### config.mk
export PLATFORM = sky130hd
export DESIGN_NAME = spi_rx_deserializer
export DESIGN_NICKNAME = d
export VERILOG_FILES = /design/src/rtl/spi_rx_deserializer.sv
export SDC_FILE = /design/constraint.sdc
export NUM_CORES = 1
export LEC_CHECK = 0
export CAP_MARGIN = 15
export CORE_MARGIN = 8
export CORE_UTILIZATION = 37
export DETAILED_ROUTE_END_ITERATION = 6
export PLACE_DENSITY = 0.65
export SLEW_MARGIN = 20
export SYNTH_ARGS = -nofsm -noshare
export SYNTH_HDL_FRONTEND = slang
export SYNTH_SLANG_ARGS = --single-unit
### constraint.sdc
create_clock -name aclk -period 4.29 [get_ports aclk]
set_input_delay 0.6435 -clock aclk [delete_from_list [all_inputs] [get_ports aclk]]
set_output_delay 0.6435 -clock aclk [all_outputs]
set_load 0.05 [all_outputs]
### src/rtl/spi_rx_deserializer.sv
// Passive SPI receive path: watches a master's CS/SCLK pins, rebuilds LSB-first
// words from the selected MISO line and queues them onto an AXI-Stream master.
module spi_rx_deserializer #(
    parameter int MAX_PACKAGE_SIZE = 8,
    parameter int SLAVE_COUNT      = 1,
    parameter int AXIS_TDATA_WIDTH = 32,
    parameter int FIFO_DEPTH       = 4
) (
    input  logic                                  aclk,
    input  logic                                  areset,
    input  logic                                  spi_clk,
    input  logic                                  cpol,
    input  logic                                  cpha,
    input  logic [$clog2(MAX_PACKAGE_SIZE+1)-1:0] package_size,
    input  logic [SLAVE_COUNT-1:0]                m_spi_cs_o,
    input  logic [SLAVE_COUNT-1:0]                m_spi_miso_i,
    output logic                                  m_axis_tvalid,
    output logic [AXIS_TDATA_WIDTH-1:0]           m_axis_tdata,
    input  logic                                  m_axis_tready,
    output logic                                  overflow,
    output logic                                  truncated,
    input  logic                                  clear_flags,
    output logic                                  busy
);

    localparam int PSW = $clog2(MAX_PACKAGE_SIZE + 1);
    localparam int PW  = $clog2(FIFO_DEPTH);
    localparam int CW  = $clog2(FIFO_DEPTH + 1);

    typedef enum logic {
        ST_IDLE,
        ST_CAPTURE
    } state_t;

    state_t                        state_reg, state_next;
    logic                          spi_clk_d;
    logic                          cs_active_d;
    logic [PSW-1:0]                n_reg, n_next;
    logic [SLAVE_COUNT-1:0]        sel_mask_reg, sel_mask_next;
    logic [PSW-1:0]                bit_cnt_reg, bit_cnt_next;
    logic [MAX_PACKAGE_SIZE-1:0]   shift_reg, shift_next, shift_upd;

    logic [AXIS_TDATA_WIDTH-1:0]   mem [FIFO_DEPTH];
    logic [PW-1:0]                 wr_ptr_reg, wr_ptr_next;
    logic [PW-1:0]                 rd_ptr_reg, rd_ptr_next;
    logic [CW-1:0]                 count_reg, count_next;
    logic                          tvalid_reg, tvalid_next;
    logic [AXIS_TDATA_WIDTH-1:0]   tdata_reg, tdata_next;
    logic                          overflow_reg, overflow_next;
    logic                          truncated_reg, truncated_next;

    logic                          sample_edge;
    logic                          cs_active;
    logic [SLAVE_COUNT-1:0]        sel_onehot;
    logic                          miso_sel;
    logic [PSW-1:0]                eff_size;
    logic                          push, push_ok, pop, full;
    logic                          trunc_set, ovf_set;
    logic [AXIS_TDATA_WIDTH-1:0]   push_word;

    // One-hot of the lowest-index chip-select that is low.
    genvar gi;
    generate
        for (gi = 0; gi < SLAVE_COUNT; gi++) begin : g_sel
            if (gi == 0) begin : g_first
                assign sel_onehot[gi] = ~m_spi_cs_o[gi];
            end else begin : g_rest
                assign sel_onehot[gi] = ~m_spi_cs_o[gi] & (&m_spi_cs_o[gi-1:0]);
            end
        end
    endgenerate

    assign cs_active   = ~(&m_spi_cs_o);
    assign miso_sel    = |(m_spi_miso_i & sel_mask_reg);
    assign sample_edge = (cpol ^ cpha) ? (~spi_clk & spi_clk_d) : (spi_clk & ~spi_clk_d);
    assign eff_size    = ((package_size == '0) || (package_size > PSW'(MAX_PACKAGE_SIZE)))
                         ? PSW'(MAX_PACKAGE_SIZE) : package_size;

    always_comb begin
        shift_upd = shift_reg;
        for (int i = 0; i < MAX_PACKAGE_SIZE; i++) begin
            if (bit_cnt_reg == PSW'(i)) shift_upd[i] = miso_sel;
        end
    end

    assign push_word = AXIS_TDATA_WIDTH'(shift_upd);

    always_comb begin
        state_next    = state_reg;
        n_next        = n_reg;
        sel_mask_next = sel_mask_reg;
        bit_cnt_next  = bit_cnt_reg;
        shift_next    = shift_reg;
        push          = 1'b0;
        trunc_set     = 1'b0;
        case (state_reg)
            ST_IDLE: begin
                if (cs_active && !cs_active_d) begin
                    state_next    = ST_CAPTURE;
                    n_next        = eff_size;
                    sel_mask_next = sel_onehot;
                    bit_cnt_next  = '0;
                    shift_next    = '0;
                end
            end
            ST_CAPTURE: begin
                if (!cs_active) begin
                    state_next   = ST_IDLE;
                    trunc_set    = (bit_cnt_reg != '0);
                    bit_cnt_next = '0;
                    shift_next   = '0;
                end else if (sample_edge) begin
                    if (bit_cnt_reg == n_reg - PSW'(1)) begin
                        push         = 1'b1;
                        bit_cnt_next = '0;
                        shift_next   = '0;
                    end else begin
                        bit_cnt_next = bit_cnt_reg + PSW'(1);
                        shift_next   = shift_upd;
                    end
                end
            end
            default: state_next = ST_IDLE;
        endcase
    end

    // A push at full is only accepted when the head leaves in the same cycle.
    always_comb begin
        pop         = tvalid_reg & m_axis_tready;
        full        = (count_reg == CW'(FIFO_DEPTH));
        push_ok     = push & (~full | pop);
        ovf_set     = push & full & ~pop;
        wr_ptr_next = push_ok ? wr_ptr_reg + PW'(1) : wr_ptr_reg;
        rd_ptr_next = pop ? rd_ptr_reg + PW'(1) : rd_ptr_reg;
        count_next  = count_reg + CW'(push_ok) - CW'(pop);
        tvalid_next = (count_next != '0);
        if (count_next == '0) begin
            tdata_next = tdata_reg;
        end else if (push_ok && (count_reg == CW'(pop))) begin
            tdata_next = push_word;
        end else begin
            tdata_next = mem[rd_ptr_next];
        end
        overflow_next  = clear_flags ? 1'b0 : overflow_reg;
        truncated_next = clear_flags ? 1'b0 : truncated_reg;
        if (ovf_set)   overflow_next  = 1'b1;
        if (trunc_set) truncated_next = 1'b1;
    end

    always_ff @(posedge aclk) begin
        if (push_ok) mem[wr_ptr_reg] <= push_word;
    end

    // cs_active_d resets high so a CS already low at release is not seen as a new frame.
    always_ff @(posedge aclk) begin
        if (areset) begin
            state_reg     <= ST_IDLE;
            spi_clk_d     <= 1'b0;
            cs_active_d   <= 1'b1;
            n_reg         <= PSW'(MAX_PACKAGE_SIZE);
            sel_mask_reg  <= '0;
            bit_cnt_reg   <= '0;
            shift_reg     <= '0;
            wr_ptr_reg    <= '0;
            rd_ptr_reg    <= '0;
            count_reg     <= '0;
            tvalid_reg    <= 1'b0;
            tdata_reg     <= '0;
            overflow_reg  <= 1'b0;
            truncated_reg <= 1'b0;
        end else begin
            state_reg     <= state_next;
            spi_clk_d     <= spi_clk;
            cs_active_d   <= cs_active;
            n_reg         <= n_next;
            sel_mask_reg  <= sel_mask_next;
            bit_cnt_reg   <= bit_cnt_next;
            shift_reg     <= shift_next;
            wr_ptr_reg    <= wr_ptr_next;
            rd_ptr_reg    <= rd_ptr_next;
            count_reg     <= count_next;
            tvalid_reg    <= tvalid_next;
            tdata_reg     <= tdata_next;
            overflow_reg  <= overflow_next;
            truncated_reg <= truncated_next;
        end
    end

    assign m_axis_tvalid = tvalid_reg;
    assign m_axis_tdata  = tdata_reg;
    assign overflow      = overflow_reg;
    assign truncated     = truncated_reg;
    assign busy          = (state_reg == ST_CAPTURE);

endmodule

==> Yosys cells after proc, flatten, opt, wreduce, memory -nomap -nowiden <==
Memory sizes are Yosys's and may differ from the RTL's.
Index checks and enable logic that the tools add are counted.
{ "op_classes": {"n_bitwise": 15, "eq_ne": 12, "add_sub_neg": 6, "n_reduce_logical": 13, "magnitude_cmp": 1, "muxes": 36} }
{ "ops": {"columns": ["op", "count"], "rows": [
  ["32-bit 2-to-1 mux", 1],
  ["8-bit 2-to-1 mux", 4],
  ["1-bit 2-to-1 mux", 22],
  ["4-bit 2-to-1 mux", 5],
  ["4-bit by 3-bit == test with 1-bit output (second input constant)", 4],
  ["8-bit one-hot mux with 2 select lines", 1],
  ["4-bit by 2-bit == test with 1-bit output (second input constant)", 2],
  ["4-bit logical NOT", 2],
  ["4-bit one-hot mux with 2 select lines", 1],
  ["1-bit AND", 7],
  ["1-bit inverter", 6],
  ["2-bit by 1-bit adder with 2-bit output (second input constant)", 2],
  ["4-bit by 1-bit adder with 4-bit output (second input constant)", 1],
  ["4-bit by 1-bit == test with 1-bit output (second input constant)", 1],
  ["4-bit == test", 1],
  ["4-bit greater-than comparator (second input constant)", 1],
  ["2-bit AND reduction", 2],
  ["2-bit nonzero test", 2],
  ["4-bit nonzero test", 1],
  ["4-bit by 1-bit subtractor with 4-bit output (second input constant)", 1],
  ["3-bit by 1-bit adder with 3-bit output", 1],
  ["3-bit by 1-bit == test with 1-bit output", 1],
  ["3-bit == test (second input constant)", 1],
  ["3-bit logical NOT", 1],
  ["11 further kinds", 12]
]} }
{ "word_totals": {"in_bits": 13, "mem_count": 1, "output_inout_bits": 36, "wordCells": 98, "mem_bits_rw": 32, "ff_bits": 62} }
{ "mem_list": {"columns": ["memory", "words", "word_bits", "read_ports", "rd_ports_with_merged_regs", "write_ports", "line", "rtl"], "rows": [
  ["mem", 4, 8, 1, 0, 1, "43", "logic [AXIS_TDATA_WIDTH-1:0] mem [FIFO_DEPTH];"]
]} }

==> Depth between registers and ports, before layout <==
{ "depth": {"depth_word": 10, "ltp_mapped": 18, "ltp_nobuf": 17} }

==> Worst setup path before layout <==
OpenSTA, ideal clock, no wires.
{ "synth_path": {"path_kind": "register to register", "startpoint": "register n_reg[0]", "endpoint": "register tdata_reg[0], in the netlist m_axis_tdata[0]", "t_arrival_ps": 3527, "n_path_buf": 1, "path_stages_with_launch": 19, "slack_ps": 684, "path_cell_list": "dfxtp_1 > inv_1 > ha_1 > xnor2_1 > nor3_4 > nand2_2 > nor3_4 > inv_1 > ha_1 > inv_1 > ha_1 > inv_1 > fa_1 > xor2_1 > xnor2_1 > nor4bb_1 > buf_1 > nand2_1 > o221ai_2"} }
{ "synth_via": {"elab_chain_len": 10, "elab_cells_between_ends": 12} }
{ "synth_lines": {"columns": ["element", "line", "rtl"], "rows": [
  ["start, declared", "38", "logic [PSW-1:0] n_reg, n_next;"],
  ["start signal, assigned", "160", "n_reg <= PSW'(MAX_PACKAGE_SIZE);"],
  ["start signal, assigned", "175", "n_reg <= n_next;"],
  ["4-bit by 1-bit subtractor with 4-bit output (*)", "113", "if (bit_cnt_reg == n_reg - PSW'(1)) begin"],
  ["4-bit == test (*)", "113", null],
  ["1-bit 2-to-1 mux (*)", "113", null],
  ["1-bit 2-to-1 mux (*)", "112", "end else if (sample_edge) begin"],
  ["1-bit 2-to-1 mux (*)", "107", "if (!cs_active) begin"],
  ["1-bit 2-to-1 mux (*)", "96", "case (state_reg)"],
  ["1-bit AND (*)", "131", "push_ok = push & (~full | pop);"],
  ["3-bit by 1-bit adder with 3-bit output", "135", "count_next = count_reg + CW'(push_ok) - CW'(pop);"],
  ["3-bit by 1-bit subtractor with 3-bit output", "135", null],
  ["3-bit logical NOT", "137", "if (count_next == '0) begin"],
  ["end signal, assigned", "183", "tdata_reg <= tdata_next;"],
  ["end, declared", "48", "logic [AXIS_TDATA_WIDTH-1:0] tdata_reg, tdata_next;"]
]} }
Every way passes the cells marked *; elsewhere a longest branch is shown, timed or not.
A chain may end at the register's enable or synchronous reset.

==> Worst setup path in the final report <==
{ "layout_path": {"startpoint": "input port m_spi_cs_o", "endpoint": "register tdata_reg[1], in the netlist m_axis_tdata[1]"} }
{ "layout_via": {"elab_chain_len": 6, "elab_cells_between_ends": 8} }
{ "layout_lines": {"columns": ["element", "line", "rtl"], "rows": [
  ["start, declared", "15", "input logic [SLAVE_COUNT-1:0] m_spi_cs_o,"],
  ["1-bit 2-to-1 mux (*)", "107", null],
  ["1-bit 2-to-1 mux (*)", "96", null],
  ["1-bit AND (*)", "131", null],
  ["3-bit by 1-bit adder with 3-bit output", "135", null],
  ["3-bit by 1-bit subtractor with 3-bit output", "135", null],
  ["3-bit logical NOT", "137", null]
]} }
Marks and branches as above.

==> run_results.csv <==
group,metric,value,unit
critical_path,worst_path_dominant_cell_family,"simple AND/OR/NAND/NOR gates",
sta,totalNegativeSetupSlack,0,ns
floorplan,die_width,116.8,um
clock_network,cts.sinks,70,
floorplan,rows,37,
power,cellPowerDensity,451.8,nW/um^2
cells_and_area,num_antenna_cells,0,
synthesis,synth_enable_flop_cells,32,
sta,slew_violations,0,
run,maxcap_viol_count,0,
grt,maximum_number_of_pins_on_one_net_before_global_route_repair,35,
sta,hold_slack,0.4449,ns
floorplan,die_height,116.8,um
clock_network,tritoncts.num_buffers,9,
critical_path,critical-path-slowest-cell,"sky130_fd_sc_hd__clkdlybuf4s50_1",
critical_path,critPathCaptureType,"register",
sta,finalCritPeriodShare,86.27,%
clock_network,cts_tree,"yes",
route,initialDrtViolationCount,146,
synthesis,ys_dominant_reg_cell,"sky130_fd_sc_hd__dfxtp_1",
route,detail_route.drc_violations,0,
floorplan,design.die.area,13650,um^2
critical_path,critical_path.n_buffers_inverters,5,
run_status,run_status,"complete, no violations",
route,total_wirelength,7.333,mm
synthesis,top_cell_type_by_total_area_after_synthesis,"sky130_fd_sc_hd__edfxtp_1",
clock_network,cts_root_buffer,"sky130_fd_sc_hd__clkbuf_8",
sta,remaining_max_slew_budget_at_the_tightest_pin,31.42,%
synthesis,area_share_of_the_largest_cell_type_after_synthesis,25.54,%
critical_path,critical-path-max-stage-delay,0.52,ns
clock_network,cts_resized,0,
sta,hold_viol,0,
critical_path,worst_path_most_repeated_cell,"sky130_fd_sc_hd__inv_1",
sta,timing.fmax,270.2,MHz
floorplan,io_pins,49,
hold_path,timing.hold.worst.class,"register to register",
synthesis,commonest_cells_post_synth,"sky130_fd_sc_hd__nand2_1 (39), sky130_fd_sc_hd__dfxtp_1 (38), sky130_fd_sc_hd__edfxtp_1 (32), sky130_fd_sc_hd__buf_4 (25), sky130_fd_sc_hd__inv_1 (22)",
synthesis,post_synth.cell_area_avg,10.06,um^2
synthesis,synthTopCellsByArea,"sky130_fd_sc_hd__edfxtp_1 (26%), sky130_fd_sc_hd__dfxtp_1 (20%), sky130_fd_sc_hd__buf_4 (5.0%)",
sta,timing.final.setup_violations,0,
clock_network,clk_path_buf_depth,2,
sta,finalWorstPathRequiredPeriod,3.701,ns
cells_and_area,final_layout_size_suffix_gt1_share,11.34,%
route,avgViaCountPerCell,4.934,
critical_path,worst_setup_start_kind,"input port",
critical_path,path_max_fanout,8,
floorplan,initial_utilization,37.28,%
synthesis,synth_sequential_area_ratio,45.76,%
grt,all_layer_global_routing_usage,11.26,%
place,dpl_cell_area,4024,um^2
cells_and_area,largest_register_ff_count,32,
route,detail_route.first_pass.iterations,4,
clock_network,insertion_delay,0.34,ns
clock_network,cts_max_level,3,
place,gp_routability_congestion,0.7331,
floorplan,design.core.area,10090,um^2
critical_path,crit_path_cells,"clkdlybuf4s50_1 > nor4bb_1 > mux2i_1 > nor3_4 > inv_1 > ha_1 > inv_1 > ha_1 > inv_1 > fa_1 > xor2_1 > xnor2_1 > nor4bb_1 > buf_4 > nand2_1 > o221ai_2",
grt,global_route_wire_length_before_repair,12.10,mm
sta,rsz0062_at_grt,"false",
clock_network,postCtsSetupBuffers,0,
place,io_buffers,24,
critical_path,crit_type,"input port to register",
synthesis,netlist_area,3762,um^2
synthesis,netlist_instances,374,
grt,grt_remaining_overflow,0,
synthesis,synth.lib_cells_used.distinct,50,
sta,worst_margin_pin_slew,1.027,ns
cells_and_area,layout.cell_area.non_filler,4180,um^2
power,vdd_ir_drop_max,209.9,uV
sta,fin_worst_skew,0.01188,ns
clock_network,cts_hold_repair.buffers,0,
critical_path,critical_path_required,4.55,ns
cells_and_area,fin_nets,417,
power,power.leakage,0.001417,uW
critical_path,arrival_worst_endpoint,3.96,ns
cells_and_area,synthToLayoutAreaGrowth,11.11,%
synthesis,postSynthRegisterBits,70,
route,routed_wire_length_per_instance,13.76,um
synthesis,asyncSetResetFlopFracSynth,0,%
grt,number_of_global_route_vias_before_repair,2562,
clock_network,clkTransAtPathRegs,0.07,ns
route,drt_antenna_net_count,0,
synthesis,synth-warning-count,0,
route,via_count,2630,
grt,antenna_violations_before_repair,0,
place,detailed_place_hpwl,5.376,mm
synthesis,synth_most_common_cell,"sky130_fd_sc_hd__nand2_1",
per-stage QoR:
stage          setup slack [ns]  util, %  power [uW]  instances
2_1_floorplan            0.6837        -        1328        397
3_3_place_gp             0.2881    39.87        1452        517
3_5_place_dp             0.2178    39.87        1465        517
4_1_cts                  0.5755    41.42        1907        533
5_1_grt                  0.2880    41.42        2000        533
6_report                 0.5889    41.42        1889        533
cell usage in the layout (no fill, tap or decap), types with 2 or more instances in the layout:
cell,n
sky130_fd_sc_hd__a211oi_1,10
sky130_fd_sc_hd__a21oi_1,16
sky130_fd_sc_hd__a31oi_1,2
sky130_fd_sc_hd__and2_1,6
sky130_fd_sc_hd__buf_4,6
sky130_fd_sc_hd__clkbuf_8,9
sky130_fd_sc_hd__clkdlybuf4s50_1,24
sky130_fd_sc_hd__clkinv_1,3
sky130_fd_sc_hd__clkinv_2,2
sky130_fd_sc_hd__conb_1,24
sky130_fd_sc_hd__dfxtp_1,38
sky130_fd_sc_hd__edfxtp_1,32
sky130_fd_sc_hd__ha_1,11
sky130_fd_sc_hd__inv_1,22
sky130_fd_sc_hd__mux2_2,8
sky130_fd_sc_hd__mux2i_1,11
sky130_fd_sc_hd__nand2_1,39
sky130_fd_sc_hd__nand2_2,2
sky130_fd_sc_hd__nand2b_1,6
sky130_fd_sc_hd__nand3_1,15
sky130_fd_sc_hd__nor2_1,16
sky130_fd_sc_hd__nor2b_1,2
sky130_fd_sc_hd__nor3_1,16
sky130_fd_sc_hd__nor3_4,2
sky130_fd_sc_hd__nor3b_1,10
sky130_fd_sc_hd__nor4bb_1,3
sky130_fd_sc_hd__o21ai_0,16
sky130_fd_sc_hd__o221ai_2,8
sky130_fd_sc_hd__o311a_1,7
sky130_fd_sc_hd__or3_1,2
sky130_fd_sc_hd__xnor2_1,6
sky130_fd_sc_hd__xor2_1,3
worst register-to-register path, stage by stage, from the launching register on:
cell and delay [ns]:
sky130_fd_sc_hd__dfxtp_1 0.39, sky130_fd_sc_hd__inv_1 0.06, sky130_fd_sc_hd__ha_1 0.30, sky130_fd_sc_hd__xnor2_1 0.16, sky130_fd_sc_hd__nor3_4 0.32, sky130_fd_sc_hd__nand2_2 0.12, sky130_fd_sc_hd__nor3_4 0.15, sky130_fd_sc_hd__inv_1 0.06
sky130_fd_sc_hd__ha_1 0.28, sky130_fd_sc_hd__inv_1 0.05, sky130_fd_sc_hd__ha_1 0.12, sky130_fd_sc_hd__inv_1 0.05, sky130_fd_sc_hd__fa_1 0.36, sky130_fd_sc_hd__xor2_1 0.16, sky130_fd_sc_hd__xnor2_1 0.33, sky130_fd_sc_hd__nor4bb_1 0.32
sky130_fd_sc_hd__buf_4 0.20, sky130_fd_sc_hd__nand2_1 0.08, sky130_fd_sc_hd__o221ai_2 0.05
per-layer routing:
metal / part of all wire (%) / routed length, um / up-vias / track usage, %
li1: - / - / 1308 / -
met1: 47 / 3419 / 1250 / 13.65
met2: 46 / 3391 / 63 / 18.46
met3: 5.6 / 407 / 9 / 2.925
met4: 1.6 / 114 / 0 / 5.034
met5: 0 / 0 / - / 0
layout make-up:
class	count	area [um^2]
Inverter	23	86.33
Tap cell	136	170.2
Clock inverter	6	28.78
Timing Repair Buffer	30	285.3
Multi-Input combinational cell	258	1760
Fill cell	1000	5912
Sequential cell	70	1722
Clock buffer	10	127.6
path summary, 6_finish.rpt:
path | from | slack, ns | cells after the start | end
max | m_spi_cs_o | 0.59 | 16 | m_axis_tdata[1]
min | cs_active_d | 0.44 | 1 | busy
max reg2reg | n_reg[0] | 0.63 | 18 | m_axis_tdata[1]
min reg2reg | cs_active_d | 0.44 | 1 | busy
where the power goes:
| group | switching (uW) | internal (uW) | total [uW] |
|---|---|---|---|
| clock network | 239 | 202 | 441 |
| logic | 402 | 239 | 640 |
| registers | 60.2 | 747 | 807 |
| total | 701 | 1190 | 1890 |
kinds of logic (layout without fill, tap and decap cells):
family                   after synthesis  in the layout  synth area share [%]
AND/OR/NAND/NOR                      124            124                 17.86
XOR/XNOR                              10             10                 2.727
other                                  1             24               0.09967
adder cells (fa/ha/maj)               12             12                 4.190
AO/OA/AOI/OAI                         68             68                 13.90
flip-flops                            70             70                 45.76
buffers and inverters                 69             69                 9.744
multiplexers                          20             20                 5.720
Note: power is estimated with default switching activity, not from simulation.
